==> src/rtl/rs_word_packer.sv <==
// rs_word_packer
//   Packs the RS encoder's byte stream into 32-bit words for the link/DMA side.
//   The first byte of a word goes in [31:24], and tkeep is an MSB-contiguous mask.
//   A codeword frame ends on tlast or on byte N_BYTES, whichever comes first.
//   When the frame was cut short at N_BYTES, the extra input bytes are discarded
//   until the next tlast.
//
//   Build option RS_PACK_ASM_EN: when defined, ASM_WORD is sent as the first word
//   of every frame. When undefined, no sync word is sent and ASM_WORD is unused.
//
// Ports
//   core_clk, rst_n         clock, asynchronous active-low reset
//   s_axis_*                8-bit codeword byte input (tdata/tvalid/tready/tlast)
//   m_axis_*                32-bit packed word output (tdata/tkeep/tvalid/tready/tlast)
//   evt_tlast_early         1-cycle pulse: tlast arrived before byte N_BYTES
//   evt_tlast_missing       1-cycle pulse: byte N_BYTES accepted without tlast
//
// N_BYTES must be >= 1. CNT_W is derived from N_BYTES and is not meant to be overridden.
//
// state   | meaning
// IDLE    | between frames; the next frame starts here (ASM load, or first byte)
// PACK    | accepting codeword bytes into the word accumulator
// DROP    | frame already closed at N_BYTES; discarding input until tlast

module rs_word_packer #(
  parameter int unsigned N_BYTES  = 255,
  parameter logic [31:0] ASM_WORD = 32'h1ACFFC1D,
  parameter int unsigned CNT_W    = $clog2(N_BYTES + 1)
) (
  input  logic        core_clk,
  input  logic        rst_n,
  input  logic [7:0]  s_axis_tdata,
  input  logic        s_axis_tvalid,
  output logic        s_axis_tready,
  input  logic        s_axis_tlast,
  output logic [31:0] m_axis_tdata,
  output logic [3:0]  m_axis_tkeep,
  output logic        m_axis_tvalid,
  input  logic        m_axis_tready,
  output logic        m_axis_tlast,
  output logic        evt_tlast_early,
  output logic        evt_tlast_missing
);

  localparam logic [1:0] ST_IDLE = 2'd0;
  localparam logic [1:0] ST_PACK = 2'd1;
  localparam logic [1:0] ST_DROP = 2'd2;

  localparam logic [CNT_W-1:0] LAST_IDX = CNT_W'(N_BYTES - 1);

  logic [1:0]       state_q, state_d;
  logic [31:0]      acc_q, acc_d;
  logic [1:0]       acc_cnt_q, acc_cnt_d;
  logic [CNT_W-1:0] byte_cnt_q, byte_cnt_d;
  logic [31:0]      out_data_q, out_data_d;
  logic [3:0]       out_keep_q, out_keep_d;
  logic             out_last_q, out_last_d;
  logic             out_valid_q, out_valid_d;
  logic             evt_early_q, evt_early_d;
  logic             evt_missing_q, evt_missing_d;
  // Holds s_axis_tready low for the first cycle after reset, so every output reads 0 during reset.
  logic             run_q;

  logic        free;
  logic        s_ready;
  logic        accept;
  logic        pack_en;
  logic [31:0] word_nxt;
  logic [2:0]  fill_nxt;
  logic        at_last;
  logic        close;

`ifndef RS_PACK_ASM_EN
  logic unused_asm;
  assign unused_asm = ^ASM_WORD;
`endif

  always_comb begin
    free = !out_valid_q || m_axis_tready;

    case (state_q)
      ST_DROP: s_ready = run_q;
`ifdef RS_PACK_ASM_EN
      ST_IDLE: s_ready = 1'b0;
`else
      ST_IDLE: s_ready = run_q && free;
`endif
      default: s_ready = run_q && free;
    endcase

    accept = s_axis_tvalid && s_ready;

    case (acc_cnt_q)
      2'd0:    word_nxt = {s_axis_tdata, 24'd0};
      2'd1:    word_nxt = acc_q | {8'd0, s_axis_tdata, 16'd0};
      2'd2:    word_nxt = acc_q | {16'd0, s_axis_tdata, 8'd0};
      default: word_nxt = acc_q | {24'd0, s_axis_tdata};
    endcase

    fill_nxt = {1'b0, acc_cnt_q} + 3'd1;
    at_last  = (byte_cnt_q == LAST_IDX);
    close    = s_axis_tlast || at_last;

    state_d       = state_q;
    acc_d         = acc_q;
    acc_cnt_d     = acc_cnt_q;
    byte_cnt_d    = byte_cnt_q;
    out_data_d    = out_data_q;
    out_keep_d    = out_keep_q;
    out_last_d    = out_last_q;
    out_valid_d   = out_valid_q && !m_axis_tready;
    evt_early_d   = 1'b0;
    evt_missing_d = 1'b0;
    pack_en       = 1'b0;

    case (state_q)
      ST_DROP: begin
        if (accept && s_axis_tlast) state_d = ST_IDLE;
      end
      ST_IDLE: begin
`ifdef RS_PACK_ASM_EN
        if (s_axis_tvalid && free && run_q) begin
          out_data_d  = ASM_WORD;
          out_keep_d  = 4'hF;
          out_last_d  = 1'b0;
          out_valid_d = 1'b1;
          acc_d       = '0;
          acc_cnt_d   = '0;
          byte_cnt_d  = '0;
          state_d     = ST_PACK;
        end
`else
        // Counters are already cleared at every frame close, so IDLE packs just like PACK.
        pack_en = 1'b1;
`endif
      end
      default: pack_en = 1'b1;
    endcase

    // accept implies free, so a completed word can always load the output register here.
    if (pack_en && accept) begin
      byte_cnt_d = byte_cnt_q + 1'b1;
      if (close || fill_nxt[2]) begin
        out_data_d  = word_nxt;
        out_valid_d = 1'b1;
        out_last_d  = close;
        case (fill_nxt)
          3'd1:    out_keep_d = 4'h8;
          3'd2:    out_keep_d = 4'hC;
          3'd3:    out_keep_d = 4'hE;
          default: out_keep_d = 4'hF;
        endcase
        acc_d     = '0;
        acc_cnt_d = '0;
      end else begin
        acc_d     = word_nxt;
        acc_cnt_d = fill_nxt[1:0];
      end

      if (close) begin
        byte_cnt_d = '0;
        if (s_axis_tlast) begin
          state_d     = ST_IDLE;
          evt_early_d = !at_last;
        end else begin
          state_d       = ST_DROP;
          evt_missing_d = 1'b1;
        end
      end else begin
        state_d = ST_PACK;
      end
    end
  end

  always_ff @(posedge core_clk or negedge rst_n) begin
    if (!rst_n) begin
      state_q       <= ST_IDLE;
      acc_q         <= '0;
      acc_cnt_q     <= '0;
      byte_cnt_q    <= '0;
      out_data_q    <= '0;
      out_keep_q    <= '0;
      out_last_q    <= 1'b0;
      out_valid_q   <= 1'b0;
      evt_early_q   <= 1'b0;
      evt_missing_q <= 1'b0;
      run_q         <= 1'b0;
    end else begin
      state_q       <= state_d;
      acc_q         <= acc_d;
      acc_cnt_q     <= acc_cnt_d;
      byte_cnt_q    <= byte_cnt_d;
      out_data_q    <= out_data_d;
      out_keep_q    <= out_keep_d;
      out_last_q    <= out_last_d;
      out_valid_q   <= out_valid_d;
      evt_early_q   <= evt_early_d;
      evt_missing_q <= evt_missing_d;
      run_q         <= 1'b1;
    end
  end

  assign s_axis_tready     = s_ready;
  assign m_axis_tdata      = out_data_q;
  assign m_axis_tkeep      = out_keep_q;
  assign m_axis_tvalid     = out_valid_q;
  assign m_axis_tlast      = out_last_q;
  assign evt_tlast_early   = evt_early_q;
  assign evt_tlast_missing = evt_missing_q;

endmodule

==> config.mk <==
export PLATFORM = sky130hd
export DESIGN_NAME = rs_word_packer
export DESIGN_NICKNAME = d
export VERILOG_FILES = /design/src/rtl/rs_word_packer.sv
export SDC_FILE = /design/constraint.sdc
export NUM_CORES = 1
export LEC_CHECK = 0
export CAP_MARGIN = 20
export CELL_PAD_IN_SITES_DETAIL_PLACEMENT = 1
export CELL_PAD_IN_SITES_GLOBAL_PLACEMENT = 2
export CORE_MARGIN = 2
export CORE_UTILIZATION = 35
export DETAILED_ROUTE_END_ITERATION = 16
export GPL_ROUTABILITY_DRIVEN = 0
export GPL_TIMING_DRIVEN = 0
export PLACE_DENSITY_LB_ADDON = 0.15
export SLEW_MARGIN = 20
export SYNTH_ARGS = -nofsm -noshare
export SYNTH_HDL_FRONTEND = slang
export SYNTH_SLANG_ARGS = --single-unit
==> constraint.sdc <==
create_clock -name core_clk -period 4.9 [get_ports core_clk]
set_input_delay 0.49 -clock core_clk [delete_from_list [all_inputs] [get_ports core_clk]]
set_output_delay 0.49 -clock core_clk [all_outputs]
set_load 0.01 [all_outputs]
==> results of run 1 <==
## kinds of logic (layout without fill, tap and decap cells)
kind of cell | after synthesis | in the layout | share of synthesized area
AOI/OAI and AO/OA | 149 | 149 | 0.260
DFF | 85 | 85 | 0.560
and+or+nand+nor | 59 | 59 | 0.0926
buffers and inverters | 40 | 109 | 0.0597
adders and majority gates | 7 | 7 | 0.0231
other | 1 | 1 | 0.000988
muxes | 1 | 1 | 0.00297
## worst register-to-register path, cell delays in order (launching register included)
cell and delay, ns:
dfrtp_1 0.41, inv_1 0.09, ha_1 0.19, clkbuf_1 0.22, nor3_1 0.78, clkbuf_1 0.47, o31ai_1 0.16
## path summary, 6_finish.rpt
kind / to / slack [ns] / cells past startpoint
min: byte_cnt_q[7] / 0.01 / 1
max: m_axis_tdata[11] / 2.45 / 6
max reg2reg: m_axis_tdata[11] / 2.45 / 6
min in group core_clk: m_axis_tkeep[3] / 0.47 / 1
max in group asynchronous: acc_q[5] / 4.32 / 2
min reg2reg: m_axis_tkeep[3] / 0.47 / 1
## cells in the mapped netlist, types with 2 or more instances
library cell  number  area (um^2)
buf_2              4         20.0
nor2b_1            5         31.3
inv_1              9         33.8
a21oi_1           22          110
a41oi_1            7         61.3
nor2_1            11         41.3
a22oi_1           16          120
buf_6              9          101
nand2b_1           6         37.5
a32o_1            16          160
and4_1             2         17.5
a211oi_1           2         15.0
nand2_1           10         37.5
nand3_1            5         25.0
and3_1             3         18.8
o22ai_1            5         31.3
clkbuf_1          15         56.3
o21ai_0           53          265
o31ai_1           17          128
ha_1               7         87.6
dfrtp_1           85         2130
nor3_1             2         10.0
and2_1             8         50.1
o21ai_1            3         15.0
buf_1              2         7.51
## area by class of cell
cell class / instances / area [um^2]
Inverter: 9 / 33.8
Tap cell: 140 / 175
Clock buffer: 10 / 128
Timing Repair Buffer: 53 / 549
Sequential cell: 85 / 2130
Multi-Input combinational cell: 217 / 1440
Buffer: 31 / 193
Clock inverter: 6 / 111
Fill cell: 1190 / 5940
## power breakdown
group          total, W  internal [W]  switching (W)
Combinational  0.000514      0.000233       0.000281
Clock          0.000604      0.000339       0.000266
Sequential     0.000860      0.000801      0.0000589
## state kept, by name (all words and copies together), names as in the netlist, 2 cells and up
signal        cells
m_axis_tdata     32
state_q           2
acc_q            32
m_axis_tkeep      4
acc_cnt_q         2
byte_cnt_q        8
## per-stage QoR
stage,std cells,utilization,hold WS [ns]
2_1_floorplan,342,-,0.194
3_3_place_gp,534,0.420,0.451
3_5_place_dp,535,0.423,0.426
4_1_cts,551,0.445,0.0224
5_1_grt,551,0.445,0.0293
6_report,551,0.445,0.0146
## per-layer routing
layer / up-vias / part of all wire / track usage
met4: 0 / 0.015 / 0.0742
met5: - / 0 / 0
met2: 45 / 0.47 / 0.308
met1: 1556 / 0.49 / 0.276
met3: 11 / 0.028 / 0.0319
li1: 1392 / - / -
==> summary.txt, run 1 <==
Worst setup path
  • Critical path type: register to register
  • Slowest CP cell: nor3_1
  • Worst path cell trace: inv_1 -> ha_1 -> clkbuf_1 -> nor3_1 -> clkbuf_1 -> o31ai_1
  • CP peak stage delay: between 0.7 and 0.8 ns
  • FF-to-FF Start: acc_cnt_q[1]
  • Critical path's top delay family: buffers and inverters
  • Buf/Inv on CP: 3
  • Worst Setup Start Kind: register
  • Data required time of the worst path: 5.14 ns
  • Worst Path Arrival: 2.69 ns
  • Peak fanout along the critical path: 10
  • Crit. End Element: register
  • Most frequent CP cell: clkbuf_1
  • CP startpoint: acc_cnt_q[1]

Global routing
  • First-pass GRT wire length: 17200 um
  • GRT Total Usage: 0.197
  • Pin count of the biggest net entering global routing: 50
  • Gr ovfl total: 0
  • Initial antenna violation count: 0
  • Number of global-route vias before repair: between 3000 and 4000

Floorplan
  • Initial core utilization: 0.355
  • DIE AREA: ~12000 um^2
  • Row Count: 38
  • Die Span Y: approximately 110 um
  • I/O Pins: 54
  • Core area: 10700 um^2
  • Die W: 108 um

Synthesis
  • Netlist cell types: 43
  • Register area share after synthesis: 0.560
  • Mapped Nets: 362
  • Yosys warns: 0
  • Synth Instances: ~340
  • Post-synth EDFFs: 0
  • Area of the mapped netlist: around 3800 um^2
  • Mapped Avg Cell Area: between 10 and 15 um^2
  • Async SR Flop Fraction: 1.00
  • Synth Flop Type: dfrtp_1
  • Synthesized flop and latch total: 85

Drt
  • DR pass1 iterations: 5
  • Vias: 3004
  • Via density per instance: between 5 and 6
  • WL/cell: between 15 and 20 um
  • Drt initial violations: 93
  • Number of antenna-violating nets in the routed design: 0
  • DRC Markers: 0
  • Routed WL: roughly 11000 um

Layout
  • Layout Area Growth over Synthesis: 25.4%
  • Fin nets: 426
  • Final instance area: approximately 4800 um^2
  • Leading cell types in the layout, fill and taps excluded: dfrtp_1, o21ai_0, clkdlybuf4s50_1
  • # diodes: 0
  • Layout cells sized above 1: 0.0925
  • Most common cell after layout, fill and taps aside: dfrtp_1

Power
  • Tot Pwr: 0.00198 W
  • Pwr dens: just over 400 nW/um^2
  • P_leak: roughly 2.0 nW
  • IR drop worst, VDD: ~0.14 mV

Clock network
  • # Post-CTS Setup Buffers: 0
  • Resized Gates After CTS: 0
  • H-tree Lvls: 3
  • Max Root-Sink Buffers: 2
  • CTS Buf Count: 9
  • Clock Tree Root: clkbuf_8
  • Clk slew on worst S/H paths: 0.09 ns
  • Clock Sinks: between 80 and 90
  • # hold bufs at CTS: 0
  • CTS tree: yes
  • Clk Latency, worst-skew pair: between 0.3 and 0.4 ns

STA
  • Worst-Margin Slew: between 0.9 and 1 ns
  • Final WS setup: 2.45 ns
  • Unrepaired setup endpoints after global routing: no
  • Final worst path period need: roughly 2.5 ns
  • Final count of negative-setup-slack endpoints: 0
  • Final hold vios: 0
  • Fmax: 408 MHz
  • Fin. max-slew vios: 0
  • Setup TNS: 0 ns
  • Rel. slew slack: 0.368
  • Tcrit/Tclk final: 0.501
  • Setup Skew: between 0.008 and 0.009 ns

Place
  • DP Worst Slack: around 2.4 ns
  • Detailed placement HPWL: a little over 7000 um
  • Port Buffers: between 50 and 60
  • Placed cell areas: about 4500 um^2

Status
  • Status: complete, no violations

Min path
  • Hold Crit Class: primary input to asynchronous set/reset pin

Job
  • Max_cap viols: 0
No activity file was read; power rests on OpenSTA's default activity.
==> run 2: changes to the inputs <==
CORE_UTILIZATION = 32   (was 35)
clock period = 2.1 ns   (was 4.9 ns; I/O delays follow)
==> run 2 against run 1 <==
The run now ends with DRC left; sequential share of layout area decreased by 2.0 points; flip-flop and latch count unchanged; clock skew about the same; die area increased by 9.0%; critical path type unchanged; worst setup slack got worse by 2.3 ns.
==> summary.txt, run 2 (synthesis results as in run 1) <==
Status
  • Status: finished with violations
  • Failing checks: DRC

Worst setup path
  • Peak fanout along the critical path: 10 (unchanged)
  • Worst Path Arrival: 2.23 ns (-0.46 ns)
  • Setup crit end: acc_q[21]
  • Worst R2R End: acc_q[21]
  • CP startpoint: acc_cnt_q[0]
  • Worst Setup Start Kind: register
  • Data required time of the worst path: 2.33 ns (-2.81 ns)
  • Critical path type: register to register
  • R2R setup slack: 0.1 ns (-2.35 ns)
  • Worst r2r path cells: 7 (+1)
  • FF-to-FF Start: acc_cnt_q[0]
  • Crit. End Element: register

Drt
  • WL/cell: 20.0 um (+4.0%)
  • Via density per instance: 5.44 (-0.26%)
  • DRC Markers: 6 (+6)
  • Number of antenna-violating nets in the routed design: 0 (unchanged)
  • Drt initial violations: 151 (+62%)
  • DR pass1 iterations: 10 (+5)
  • Routed WL: 11200 um (+5.7%)
  • Vias: 3045 (+1.4%)

Clock network
  • Max Root-Sink Buffers: 2 (unchanged)
  • Clock Tree Root: clkbuf_16
  • Clock Sinks: 85 (unchanged)
  • CTS tree: yes
  • CTS Buf Count: 9 (unchanged)
  • Clk slew on worst S/H paths: 0.06 ns (-0.03 ns)
  • Clk Latency, worst-skew pair: 0.35 ns (-0.02 ns)
  • H-tree Lvls: 3 (unchanged)

Floorplan
  • Row Count: 39 (+2.6%)
  • Core area: 11500 um^2 (+7.6%)
  • I/O Pins: 54 (unchanged)
  • Die W: 113 um (+4.4%)
  • DIE AREA: 12700 um^2 (+9.0%)
  • Die Span Y: 113 um (+4.4%)
  • Initial core utilization: 0.330 (-0.0252)

STA
  • Unrepaired setup endpoints after global routing: no
  • Fmax: 500 MHz (+23%)
  • Final worst path period need: 2.00 ns (-0.452 ns)
  • Rel. slew slack: 0.636 (+0.268)
  • Final count of negative-setup-slack endpoints: 0 (unchanged)
  • Final WS setup: 0.0992 ns (-2.35 ns)
  • Setup Skew: 0.00857 ns (-0.000212 ns)
  • Final hold vios: 0 (unchanged)
  • Fin. max-slew vios: 0 (unchanged)
  • Worst-Margin Slew: 0.546 ns (-0.395 ns)
  • Tcrit/Tclk final: 0.953 (+0.452)

Power
  • Pwr dens: 1050 nW/um^2 (+150%)
  • IR drop worst, VDD: 0.385 mV (+180%)
  • P_leak: 2.12 nW (+5.9%)

Global routing
  • Initial antenna violation count: 0 (unchanged)
  • Pin count of the biggest net entering global routing: 46 (-8.0%)
  • Number of global-route vias before repair: 3218 (+2.0%)
  • Gr ovfl total: 0 (unchanged)
  • GRT Total Usage: 0.184 (-0.0132)
  • First-pass GRT wire length: 18100 um (+5.1%)

Job
  • Max_cap viols: 0 (unchanged)

Min path
  • Hold Crit Class: primary input to register

Place
  • Detailed placement HPWL: 7370 um (+2.0%)
  • Port Buffers: 52 (unchanged)
  • DP Worst Slack: -0.332 ns (-2.73 ns)
  • Placed cell count: 538 (+0.56%)
  • Placed cell areas: 4520 um^2 (about the same)

Layout
  • # diodes: 0 (unchanged)
  • Fin nets: 432 (+1.4%)
  • Most common cell after layout, fill and taps aside: dfrtp_1
  • Multi-input gate area: 1480 um^2 (+2.7%)
  • Layout Area Growth over Synthesis: 31.5%
  • Layout cells sized above 1: 0.151 (+0.0586)
  • Final instance area: 4990 um^2 (+4.9%)
  • Final cell count without fillers: 560 (+1.6%)
  • Register area: 2130 um^2 (+0.12%)
  • Fillers: 1256 (+5.5%)
  • Leading cell types in the layout, fill and taps excluded: dfrtp_1, o21ai_0, clkdlybuf4s50_1
==> run 2: cell types whose count changed in the layout (fill, tap and decap cells not counted), moves of 6 or more <==
cell and delta:
clkbuf_1 -10, clkbuf_16 +9, clkbuf_2 +9, clkbuf_8 -9, buf_4 +6
==> run 2: worst max-delay path, stage by stage (launching register included) <==
cell	delay, ns
dfrtp_1	0.40
ha_1	0.21
buf_6	0.15
or3_1	0.36
buf_6	0.15
a21o_4	0.24
buf_6	0.15
a32o_1	0.21
==> run 2: how the worst min path moves through the flow <==
stage / end / cells past startpoint / from
after floorplan: acc_cnt_q[0] / 0 / rst_n
after global placement: m_axis_tkeep[3] / 1 / m_axis_tkeep[3]
after detailed placement: byte_cnt_q[5] / 1 / rst_n
after CTS: evt_tlast_early / 2 / s_axis_tlast
after global routing: evt_tlast_early / 2 / s_axis_tlast
final: evt_tlast_missing / 2 / s_axis_tlast
==> run 2: final cells by class <==
class	instances	area share
flip-flops and latches	85	0.426
multi-input cells	217	0.297
repair buffers	60	0.121
clock buffers	9	0.0451
plain buffers	30	0.0406
well taps	143	0.0358
clock inverters	7	0.0276
inverters	9	0.00677
==> run 2: metrics by stage <==
step | hold slack [ns] | setup TNS (ns) | total power [W] | util
after detailed placement | 0.155 | -7.80 | 0.00326 | 0.393
after global routing | 0.295 | 0 | 0.00552 | 0.434
after CTS | 0.275 | -0.0140 | 0.00528 | 0.430
after global placement | 0.452 | -216.37 | 0.00322 | 0.390
final | 0.284 | 0 | 0.00526 | 0.434
after floorplan | -0.0856 | 0 | 0.00265 | -
==> run 2: repair_timing <==
| action | CTS | global route |
|---|---|---|
| gates resized for setup | 6 | 22 |
| hold buffers | 1 | 0 |
| pin swaps | 1 | 0 |
| setup endpoints to repair | 57 | 63 |
| hold endpoints to repair | 40 | 0 |
| buffers inserted | 4 | 2 |
==> run 2: power breakdown <==
| part | internal (W) | leakage, nW | switching (W) | total, W |
|---|---|---|---|---|
| clock network | 0.00128 | 0.175 | 0.000686 | 0.00196 |
| logic | 0.000590 | 0.809 | 0.000689 | 0.00128 |
| registers | 0.00187 | 1.14 | 0.000139 | 0.00201 |
| total | 0.00374 | 2.12 | 0.00151 | 0.00526 |
==> run 2: routing by layer <==
metal / track usage / vias up / part of all wire / wire [um]
met4: 0.0634 / 0 / 0.015 / 168
met1: 0.261 / 1584 / 0.48 / 5410
met5: 0 / - / 0 / 0
met3: 0.0305 / 11 / 0.031 / 343
met2: 0.287 / 47 / 0.47 / 5280
li1: - / 1403 / - / -
